`src/rtl/dmem_req_ctrl_pkg.sv`:
```
// Purpose : shared FSM state encoding and access-size constants for the data-side request controller.
// Latency : n/a (types and constants only).
// Backpressure: n/a.
package dmem_req_ctrl_pkg;

  // Controller state; the encoding is fixed so it can be probed in debug.
  typedef enum logic [1:0] {
    IDLE = 2'd0,
    REQ  = 2'd1,
    WAIT = 2'd2,
    DONE = 2'd3
  } state_e;

  // Bus access sizes as driven on data_size.
  localparam logic [1:0] SIZE_B = 2'b00;
  localparam logic [1:0] SIZE_H = 2'b01;
  localparam logic [1:0] SIZE_W = 2'b10;

  // Loads never assert byte strobes.
  localparam logic [3:0] STRB_NONE = 4'b0000;

endpackage

```
`src/rtl/dmem_req_ctrl_if.sv`:
```
// Purpose : bundles the MEM-stage request side and the SRAM-like data bus side of dmem_req_ctrl.
// Latency : n/a (wiring only).
// Backpressure: data_addr_ok / data_data_ok from the bus, stall_out back to the pipeline.
// Ports   : mem_* / flush / pipe_stall / stall_out / rdata_* face the pipeline;
//           data_* face the data bus. The slave modport is the controller's view.
interface dmem_req_ctrl_if #(
  parameter int ADDR_W = 32,
  parameter int DATA_W = 32
) ();

  // MEM-stage side
  logic              mem_en;
  logic              mem_wen;
  logic [3:0]        mem_sel;
  logic [1:0]        mem_size;
  logic [ADDR_W-1:0] mem_addr;
  logic [DATA_W-1:0] mem_wdata;
  logic              mem_except;
  logic              flush;
  logic              pipe_stall;
  logic              stall_out;
  logic [DATA_W-1:0] rdata_out;
  logic              rdata_valid;

  // Data bus side
  logic              data_req;
  logic              data_wr;
  logic [1:0]        data_size;
  logic [3:0]        data_wstrb;
  logic [ADDR_W-1:0] data_addr;
  logic [DATA_W-1:0] data_wdata;
  logic              data_addr_ok;
  logic              data_data_ok;
  logic [DATA_W-1:0] data_rdata;

  // Pipeline plus bus environment: drives requests and bus responses.
  modport master (
    output mem_en, mem_wen, mem_sel, mem_size, mem_addr, mem_wdata,
    output mem_except, flush, pipe_stall,
    output data_addr_ok, data_data_ok, data_rdata,
    input  stall_out, rdata_out, rdata_valid,
    input  data_req, data_wr, data_size, data_wstrb, data_addr, data_wdata
  );

  // The request controller itself.
  modport slave (
    input  mem_en, mem_wen, mem_sel, mem_size, mem_addr, mem_wdata,
    input  mem_except, flush, pipe_stall,
    input  data_addr_ok, data_data_ok, data_rdata,
    output stall_out, rdata_out, rdata_valid,
    output data_req, data_wr, data_size, data_wstrb, data_addr, data_wdata
  );

endinterface

```
`src/rtl/dmem_req_ctrl.sv`:
```
// Purpose : issues one MEM-stage load/store at a time on the req/addr_ok/data_ok bus and stalls the pipe until it completes.
// Latency : minimum 3 stall cycles per access (detect, addr_ok, data_ok); result valid in the 4th cycle.
// Backpressure: request fields held until data_addr_ok; stall_out held high until data_data_ok.
// Ports   : clk, rst (async active-high); mem_if (slave) carries the MEM-stage request,
//           flush/pipe_stall, stall_out, raw load data and the full data-bus handshake.
module dmem_req_ctrl
  import dmem_req_ctrl_pkg::*;
#(
  parameter int ADDR_W = 32,
  parameter int DATA_W = 32
) (
  input  logic            clk,
  input  logic            rst,
  dmem_req_ctrl_if.slave  mem_if
);

  state_e            r_state;
  state_e            w_next;
  logic              r_discard;
  logic              r_req;
  logic              r_wr;
  logic [1:0]        r_size;
  logic [3:0]        r_wstrb;
  logic [ADDR_W-1:0] r_addr;
  logic [DATA_W-1:0] r_wdata;
  logic [DATA_W-1:0] r_rdata;
  logic              r_rdata_valid;
  logic              w_start;
  logic              w_stall;

  // A new access only launches from IDLE; excepting or flushed instructions never reach the bus.
  always_comb begin
    w_start = (r_state == IDLE) & mem_if.mem_en & ~mem_if.mem_except & ~mem_if.flush;
  end

  always_ff @(posedge clk or posedge rst) begin
    if (rst) r_state <= IDLE;
    else     r_state <= w_next;
  end

  always_comb begin
    w_next  = r_state;
    // Once an access is doomed (flush now or earlier) the pipeline must not be held for it.
    w_stall = w_start |
              (((r_state == REQ) | (r_state == WAIT)) & ~r_discard & ~mem_if.flush);
    case (r_state)
      IDLE: if (w_start) w_next = REQ;
      REQ:  if (mem_if.data_addr_ok) w_next = WAIT;
      WAIT: begin
        if (mem_if.data_data_ok)
          w_next = (r_discard | mem_if.flush) ? IDLE : DONE;
      end
      DONE: begin
        // mem_en is deliberately ignored here so the completed instruction is not reissued.
        if (mem_if.flush | ~mem_if.pipe_stall) w_next = IDLE;
      end
      default: w_next = IDLE;
    endcase
  end

  always_ff @(posedge clk or posedge rst) begin
    if (rst) begin
      r_discard     <= 1'b0;
      r_req         <= 1'b0;
      r_wr          <= 1'b0;
      r_size        <= SIZE_B;
      r_wstrb       <= STRB_NONE;
      r_addr        <= '0;
      r_wdata       <= '0;
      r_rdata       <= '0;
      r_rdata_valid <= 1'b0;
    end else begin
      case (r_state)
        IDLE: begin
          if (w_start) begin
            r_req   <= 1'b1;
            r_wr    <= mem_if.mem_wen;
            r_size  <= mem_if.mem_size;
            r_addr  <= mem_if.mem_addr;
            r_wdata <= mem_if.mem_wdata;
            r_wstrb <= mem_if.mem_wen ? mem_if.mem_sel : STRB_NONE;
          end
        end
        REQ: begin
          // An asserted req may not be withdrawn, so a flush only marks the response for dropping.
          if (mem_if.flush)        r_discard <= 1'b1;
          if (mem_if.data_addr_ok) r_req     <= 1'b0;
        end
        WAIT: begin
          if (mem_if.data_data_ok) begin
            if (r_discard | mem_if.flush) begin
              r_discard <= 1'b0;
            end else begin
              if (!r_wr) r_rdata <= mem_if.data_rdata;
              r_rdata_valid <= 1'b1;
            end
          end else if (mem_if.flush) begin
            r_discard <= 1'b1;
          end
        end
        DONE: begin
          if (mem_if.flush | ~mem_if.pipe_stall) r_rdata_valid <= 1'b0;
        end
        default: ;
      endcase
    end
  end

  assign mem_if.stall_out   = w_stall;
  assign mem_if.rdata_out   = r_rdata;
  assign mem_if.rdata_valid = r_rdata_valid;
  assign mem_if.data_req    = r_req;
  assign mem_if.data_wr     = r_wr;
  assign mem_if.data_size   = r_size;
  assign mem_if.data_wstrb  = r_wstrb;
  assign mem_if.data_addr   = r_addr;
  assign mem_if.data_wdata  = r_wdata;

endmodule

```
`src/flat_wrapper.sv`:
```
// flat-port wrapper written by rule: the top's interface ports become plain ports
module dmem_req_ctrl_flat import dmem_req_ctrl_pkg::*;
#(
  parameter int ADDR_W = 32,
  parameter int DATA_W = 32
)
  (clk, rst, mem_if_mem_en, mem_if_mem_wen, mem_if_mem_sel, mem_if_mem_size, mem_if_mem_addr, mem_if_mem_wdata, mem_if_mem_except, mem_if_flush, mem_if_pipe_stall, mem_if_data_addr_ok, mem_if_data_data_ok, mem_if_data_rdata, mem_if_stall_out, mem_if_rdata_out, mem_if_rdata_valid, mem_if_data_req, mem_if_data_wr, mem_if_data_size, mem_if_data_wstrb, mem_if_data_addr, mem_if_data_wdata);
  dmem_req_ctrl_if #(.ADDR_W(ADDR_W), .DATA_W(DATA_W)) mem_if_i ();
  input  logic clk;
  input  logic rst;
  input wire logic [$bits(mem_if_i.mem_en)-1:0] mem_if_mem_en;
  input wire logic [$bits(mem_if_i.mem_wen)-1:0] mem_if_mem_wen;
  input wire logic [$bits(mem_if_i.mem_sel)-1:0] mem_if_mem_sel;
  input wire logic [$bits(mem_if_i.mem_size)-1:0] mem_if_mem_size;
  input wire logic [$bits(mem_if_i.mem_addr)-1:0] mem_if_mem_addr;
  input wire logic [$bits(mem_if_i.mem_wdata)-1:0] mem_if_mem_wdata;
  input wire logic [$bits(mem_if_i.mem_except)-1:0] mem_if_mem_except;
  input wire logic [$bits(mem_if_i.flush)-1:0] mem_if_flush;
  input wire logic [$bits(mem_if_i.pipe_stall)-1:0] mem_if_pipe_stall;
  input wire logic [$bits(mem_if_i.data_addr_ok)-1:0] mem_if_data_addr_ok;
  input wire logic [$bits(mem_if_i.data_data_ok)-1:0] mem_if_data_data_ok;
  input wire logic [$bits(mem_if_i.data_rdata)-1:0] mem_if_data_rdata;
  output wire logic [$bits(mem_if_i.stall_out)-1:0] mem_if_stall_out;
  output wire logic [$bits(mem_if_i.rdata_out)-1:0] mem_if_rdata_out;
  output wire logic [$bits(mem_if_i.rdata_valid)-1:0] mem_if_rdata_valid;
  output wire logic [$bits(mem_if_i.data_req)-1:0] mem_if_data_req;
  output wire logic [$bits(mem_if_i.data_wr)-1:0] mem_if_data_wr;
  output wire logic [$bits(mem_if_i.data_size)-1:0] mem_if_data_size;
  output wire logic [$bits(mem_if_i.data_wstrb)-1:0] mem_if_data_wstrb;
  output wire logic [$bits(mem_if_i.data_addr)-1:0] mem_if_data_addr;
  output wire logic [$bits(mem_if_i.data_wdata)-1:0] mem_if_data_wdata;
  assign mem_if_i.mem_en = mem_if_mem_en;
  assign mem_if_i.mem_wen = mem_if_mem_wen;
  assign mem_if_i.mem_sel = mem_if_mem_sel;
  assign mem_if_i.mem_size = mem_if_mem_size;
  assign mem_if_i.mem_addr = mem_if_mem_addr;
  assign mem_if_i.mem_wdata = mem_if_mem_wdata;
  assign mem_if_i.mem_except = mem_if_mem_except;
  assign mem_if_i.flush = mem_if_flush;
  assign mem_if_i.pipe_stall = mem_if_pipe_stall;
  assign mem_if_i.data_addr_ok = mem_if_data_addr_ok;
  assign mem_if_i.data_data_ok = mem_if_data_data_ok;
  assign mem_if_i.data_rdata = mem_if_data_rdata;
  assign mem_if_stall_out = mem_if_i.stall_out;
  assign mem_if_rdata_out = mem_if_i.rdata_out;
  assign mem_if_rdata_valid = mem_if_i.rdata_valid;
  assign mem_if_data_req = mem_if_i.data_req;
  assign mem_if_data_wr = mem_if_i.data_wr;
  assign mem_if_data_size = mem_if_i.data_size;
  assign mem_if_data_wstrb = mem_if_i.data_wstrb;
  assign mem_if_data_addr = mem_if_i.data_addr;
  assign mem_if_data_wdata = mem_if_i.data_wdata;
  dmem_req_ctrl #(.ADDR_W(ADDR_W), .DATA_W(DATA_W)) u_core (.clk(clk), .rst(rst), .mem_if(mem_if_i));
endmodule
```
`config.mk`:
```
export PLATFORM = sky130hd
export DESIGN_NAME = dmem_req_ctrl_flat
export DESIGN_NICKNAME = d
export VERILOG_FILES = /design/src/rtl/dmem_req_ctrl_pkg.sv /design/src/rtl/dmem_req_ctrl_if.sv /design/src/rtl/dmem_req_ctrl.sv /design/src/flat_wrapper.sv
export SDC_FILE = /design/constraint.sdc
export NUM_CORES = 1
export LEC_CHECK = 0
export ABC_AREA = 1
export BUFFER_PORTS_ARGS = -buffer_cell sky130_fd_sc_hd__buf_4
export CAP_MARGIN = 25
export CORE_MARGIN = 2
export CORE_UTILIZATION = 33
export DETAILED_ROUTE_END_ITERATION = 7
export GPL_TIMING_DRIVEN = 1
export SLEW_MARGIN = 5
export SYNTH_ARGS = -nofsm -noshare
export SYNTH_HDL_FRONTEND = slang
export SYNTH_SLANG_ARGS = --single-unit
```
`constraint.sdc`:
```
create_clock -name clk -period 3.46 [get_ports clk]
set_clock_uncertainty 0.2 [all_clocks]
set_input_delay 0.173 -clock clk [delete_from_list [all_inputs] [get_ports clk]]
set_output_delay 0.173 -clock clk [all_outputs]
set_load 0.05 [all_outputs]
```
### Word-level counts from Yosys, hierarchy flattened

Index checks and enable logic that the tools add are counted.

* output and inout port bits: 106
* logic and storage cells: 62
* bits in registers: 108
* input port bits: 111

* bitwise gates (word level): 15
* equal/unequal tests: 9
* mux-type cells: 18
* reductions and logical operators: 10

Operators with widths (number)
* 4-bit AND reduction: 3
* 2-bit 2-to-1 mux: 5
* 1-bit 2-to-1 mux: 8
* 2-bit one-hot mux with 4 select lines: 1
* 2-bit != test (second input constant): 3
* 1-bit NOT: 6
* 1-bit one-hot mux with 2 select lines: 3
* 2-bit nonzero test: 3
* 1-bit bitwise AND: 5
* 2-bit == test (second input constant): 2
* 4-bit 2-to-1 mux: 1
* 2-bit by 1-bit != test with 1-bit output (second input constant): 2
* 1-bit OR: 4
* 2-bit AND reduction: 2
* 3-bit != test (second input constant): 1
* 3-bit AND reduction: 1
* 2-bit by 1-bit == test with 1-bit output (second input constant): 1
* 2-bit zero test: 1

### Longest topological paths before layout

* depth in word-level cells: 6
* mapped depth: 10
* mapped depth without buffers: 9

### Worst setup path before layout

OpenSTA, ideal clock, no wires.

* kind: register to output
* start point: reg u_core.r_state[1]
* end point: out mem_if_stall_out
* required time: 3.087 ns
* path slack: 1.598 ns
* stages on the path, launching flop included: 9
* data arrival time: 1.489 ns
* cell sequence: dfrtp_1 > inv_1 > ha_1 > nand2_1 > inv_1 > nand2_2 > buf_4 > buf_4 > nand2_1

* cells in the longest elaborated chain, start to end: 5
* elaborated cells on any way between the ends: 10
* classes of those cells: eq/ne (2); bitwise (7); reduce/logical (1)

RTL lines
* start, declared: line dmem_req_ctrl.sv:17 `state_e r_state;`
* start signal, assigned: line dmem_req_ctrl.sv:38 `else r_state <= w_next;`
* 2-bit by 1-bit == test with 1-bit output (tied with other cells): line dmem_req_ctrl.sv:45 `(((r_state == REQ) | (r_state == WAIT)) & ~r_discard & ~mem_if.flush);`
* 1-bit OR or 1-bit bitwise AND (tied branches): line dmem_req_ctrl.sv:45, dmem_req_ctrl.sv:33
* 1-bit bitwise AND (on tied branches) (2 in series): line dmem_req_ctrl.sv:45, dmem_req_ctrl.sv:33
* 1-bit OR *: line dmem_req_ctrl.sv:44 `w_stall = w_start |`
* end, declared: line flat_wrapper.sv:23 `output wire logic [$bits(mem_if_i.stall_out)-1:0] mem_if_stall_out;`

Every way passes the cells marked *; elsewhere a longest branch is shown, timed or not.

### Final worst setup path

Ends and elaborated chain as after synthesis.

==> flow_metrics.tcl <==
set metrics [dict create \
    status "completed" \
    path_clk_slew_ps 70 \
    tightest_slew_ps 894 \
    drc_errors 0 \
    finish.utilization_pct 57.2 \
    cap_violations 0 \
    gp_congestion 0.824 \
    clk_latency_ps 340 \
    drt-initial-drc-count 188 \
    regArea_sq_um 2700 \
    syn_nets 605 \
    yosysTopAreaCell "dfrtp_1" \
    slew_headroom_pct 40.3 \
    num_vias 4219 \
    num_antenna_cells 0 \
    reg2regPathDepth 10 \
    grt_pass1_wl_microns 20900 \
    finalSetupTns_ps 0 \
    grt_usage_pct 18.3 \
    netlist.area_leader.share_pct 61.4 \
    core-area_sq_um 13100 \
    port_buffers 216 \
    p_leak_nw 4.12 \
    antenna_found_initial 0 \
    placed_area_sq_um 6110 \
    r2r_start "u_core.r_state[1]" \
    cts_root_buffer "clkbuf_16" \
    cp_max_fo 76 \
    cp_top_family "buffers and inverters" \
    grt_pass1_vias 4289 \
    hold_path_depth 4 \
    dieArea_sq_um 14300 \
    multi_input_area_sq_um 1380 \
    drt_pass1_iterations 4 \
    p_per_area_nw_per_um2 963 \
    final_antenna_net_count 0 \
    fillers 1143 \
    syn_inst 489 \
    cts-resized-gates 0 \
    cp.required_ps 3090 \
    fp.dieW_microns 120 \
    hpwl_microns 8350 \
    clock_path_buffers 2 \
    setup_viol_count_final 0 \
    cpMaxStageDelayCell "buf_4" \
    critPathKind "flop to output port" \
    cts_buffers 9 \
    worst_setup_path_start_kind "flop" \
    crit_chain "inv_1 > ha_1 > nand2_1 > inv_1 > nand2_2 > buf_4 > nand2_1 > buf_4" \
    grt_overflow 0 \
    synth_top_cells_by_area "dfrtp_1 61%, nand2_1 22%, inv_1 3.4%, o21ai_2 2.8%, o21ai_1 2.0%" \
    die_h_microns 120 \
    max_stage_delay_ps 590 \
    wl_per_cell_microns 12.9 \
    drive_above_1_share_pct 31.3 \
    hold_end "u_core.r_state[1]" \
    min_from "mem_if_data_addr_ok" \
    rsz0062_at_grt "false" \
    pin_count 217 \
    synth.avg_cell_area_sq_um 9.00 \
    cts_tree "done" \
    stdcell_area_sq_um 7520 \
    layout.nets 925 \
    slew_violations 0 \
    fin_crit_ps 2620 \
    clock-sinks 108 \
    hold_viol_final 0 \
    hp-class "input pin to flop" \
    synth_warnings 0 \
    start_util_pct 33.5 \
    post-cts-setup-buffer-count 0 \
    grt_start_max_net_pins 77 \
    fin_crit_sh_pct 75.7 \
    ir_drop_v 0.000540 \
    critPathBufInv 4 \
    synth_cell_types 18 \
    whs_ps 30.9 \
    htree_num_levels 3 \
    r2r_end "u_core.r_state[1]" \
    area_growth_pct 70.8 \
    worstSetupEndpointType "output port" \
    num_rows 42 \
    worstPathArrival_ps 2240 \
    yosysSeqAreaShare_pct 61.4 \
    viasPerCell 4.26 \
    syn-cell-area_sq_um 4400 \
    fmax_mhz 382 \
    ys_ff_latch 108 \
    drt_wl_total_microns 12800 \
    r2r_slack_ps 1120 \
]
==> state kept, by name, summed over array words and instances, names as in the netlist <==
signal / flops
u_core.mem_if.data_wstrb: 4
u_core.r_discard: 1
u_core.mem_if.data_wr: 1
u_core.mem_if.data_addr: 32
u_core.mem_if.rdata_out: 32
u_core.mem_if.data_req: 1
u_core.r_state: 2
u_core.mem_if.data_wdata: 32
u_core.mem_if.rdata_valid: 1
u_core.mem_if.data_size: 2
==> what timing repair did <==
action,CTS,global route
hold buffers,108,1
endpoints found under the hold margin,158,1
endpoints found under the setup margin,0,0
==> layer usage <==
| layer | global-route usage, % | routed length (microns) |
|---|---|---|
| met1 | 23.4 | 5460 |
| met2 | 29.5 | 6080 |
| met3 | 5.09 | 993 |
| met4 | 7.35 | 261 |
| met5 | 0 | 0 |
==> tightest hold or removal path: cells and delay by family <==
kind          cells  cell delay (ps)
simple gates      3              280
buf+inv           1               80
==> how the worst max path moves through the flow <==
stage	to	depth (start not counted)	startpoint
6_report	mem_if_stall_out	8	u_core.r_state[1]
3_5_place_dp	u_core.r_state[1]	10	u_core.r_state[1]
2_1_floorplan	u_core.mem_if.data_addr[0]	1	rst
3_3_place_gp	u_core.mem_if.data_wdata[18]	9	u_core.r_state[1]
4_1_cts	mem_if_stall_out	8	u_core.r_state[0]
5_1_grt	mem_if_stall_out	8	u_core.r_state[0]
==> metrics by stage <==
step	setup WS, ps	total power [W]	instances
3_5_place_dp	1150	0.00616	864
4_1_cts	811	0.00729	988
6_report	842	0.00724	990
3_3_place_gp	1220	0.00611	864
2_1_floorplan	241	0.00488	489
5_1_grt	688	0.00763	990
==> placed cells by master, fill, tap and decap left out <==
cell type      count
o21ai_2           14
nand2_2            1
inv_2              1
ha_1               5
nand4_1            2
nand2_1          259
clkbuf_8           3
nand3_1            2
nor2_1             8
clkbuf_16          9
buf_16             1
o21ai_1           18
inv_4              1
buf_4            220
nand4_4            1
nor2_4             1
dfrtp_1          108
or2_2              1
dlygate4sd3_1    109
clkinv_4           2
clkbuf_1           2
inv_1             39
o21ai_0            7
==> cells in the mapped netlist <==
cell / count
nand2_1: 259
dfrtp_1: 108
inv_1: 40
o21ai_1: 18
o21ai_2: 14
nor2_1: 8
buf_2: 7
buf_4: 7
buf_6: 7
o21ai_0: 7
ha_1: 5
nand3_1: 2
nand4_1: 2
inv_2: 1
nand2_2: 1
nand4_4: 1
nor2_4: 1
or2_2: 1
==> cell families (layout without fill, tap and decap cells) <==
family                   Yosys count  in the layout  share of synthesized area, %
AO/OA/AOI/OAI                     39             39                          5.63
adder cells (fa/ha/maj)            5              5                          1.42
buffers and inverters             62            387                          7.27
flip-flops                       108            108                          61.4
AND/OR/NAND/NOR                  275            275                          24.3
==> area by class of cell <==
| type | instances | area share [%] |
|---|---|---|
| repair buffers | 330 | 36.8 |
| clock buffers | 14 | 3.64 |
| inverters | 41 | 2.08 |
| multi-input cells | 319 | 18.3 |
| well taps | 176 | 2.93 |
| clock inverters | 2 | 0.233 |
| flip-flops and latches | 108 | 35.9 |
==> power breakdown <==
part,switching [W],internal [W]
combinational,0.00283,0.00122
clock,0.000438,0.000551
sequential,0.000355,0.00184
total,0.00362,0.00362
No activity file was read; power rests on OpenSTA's default activity.
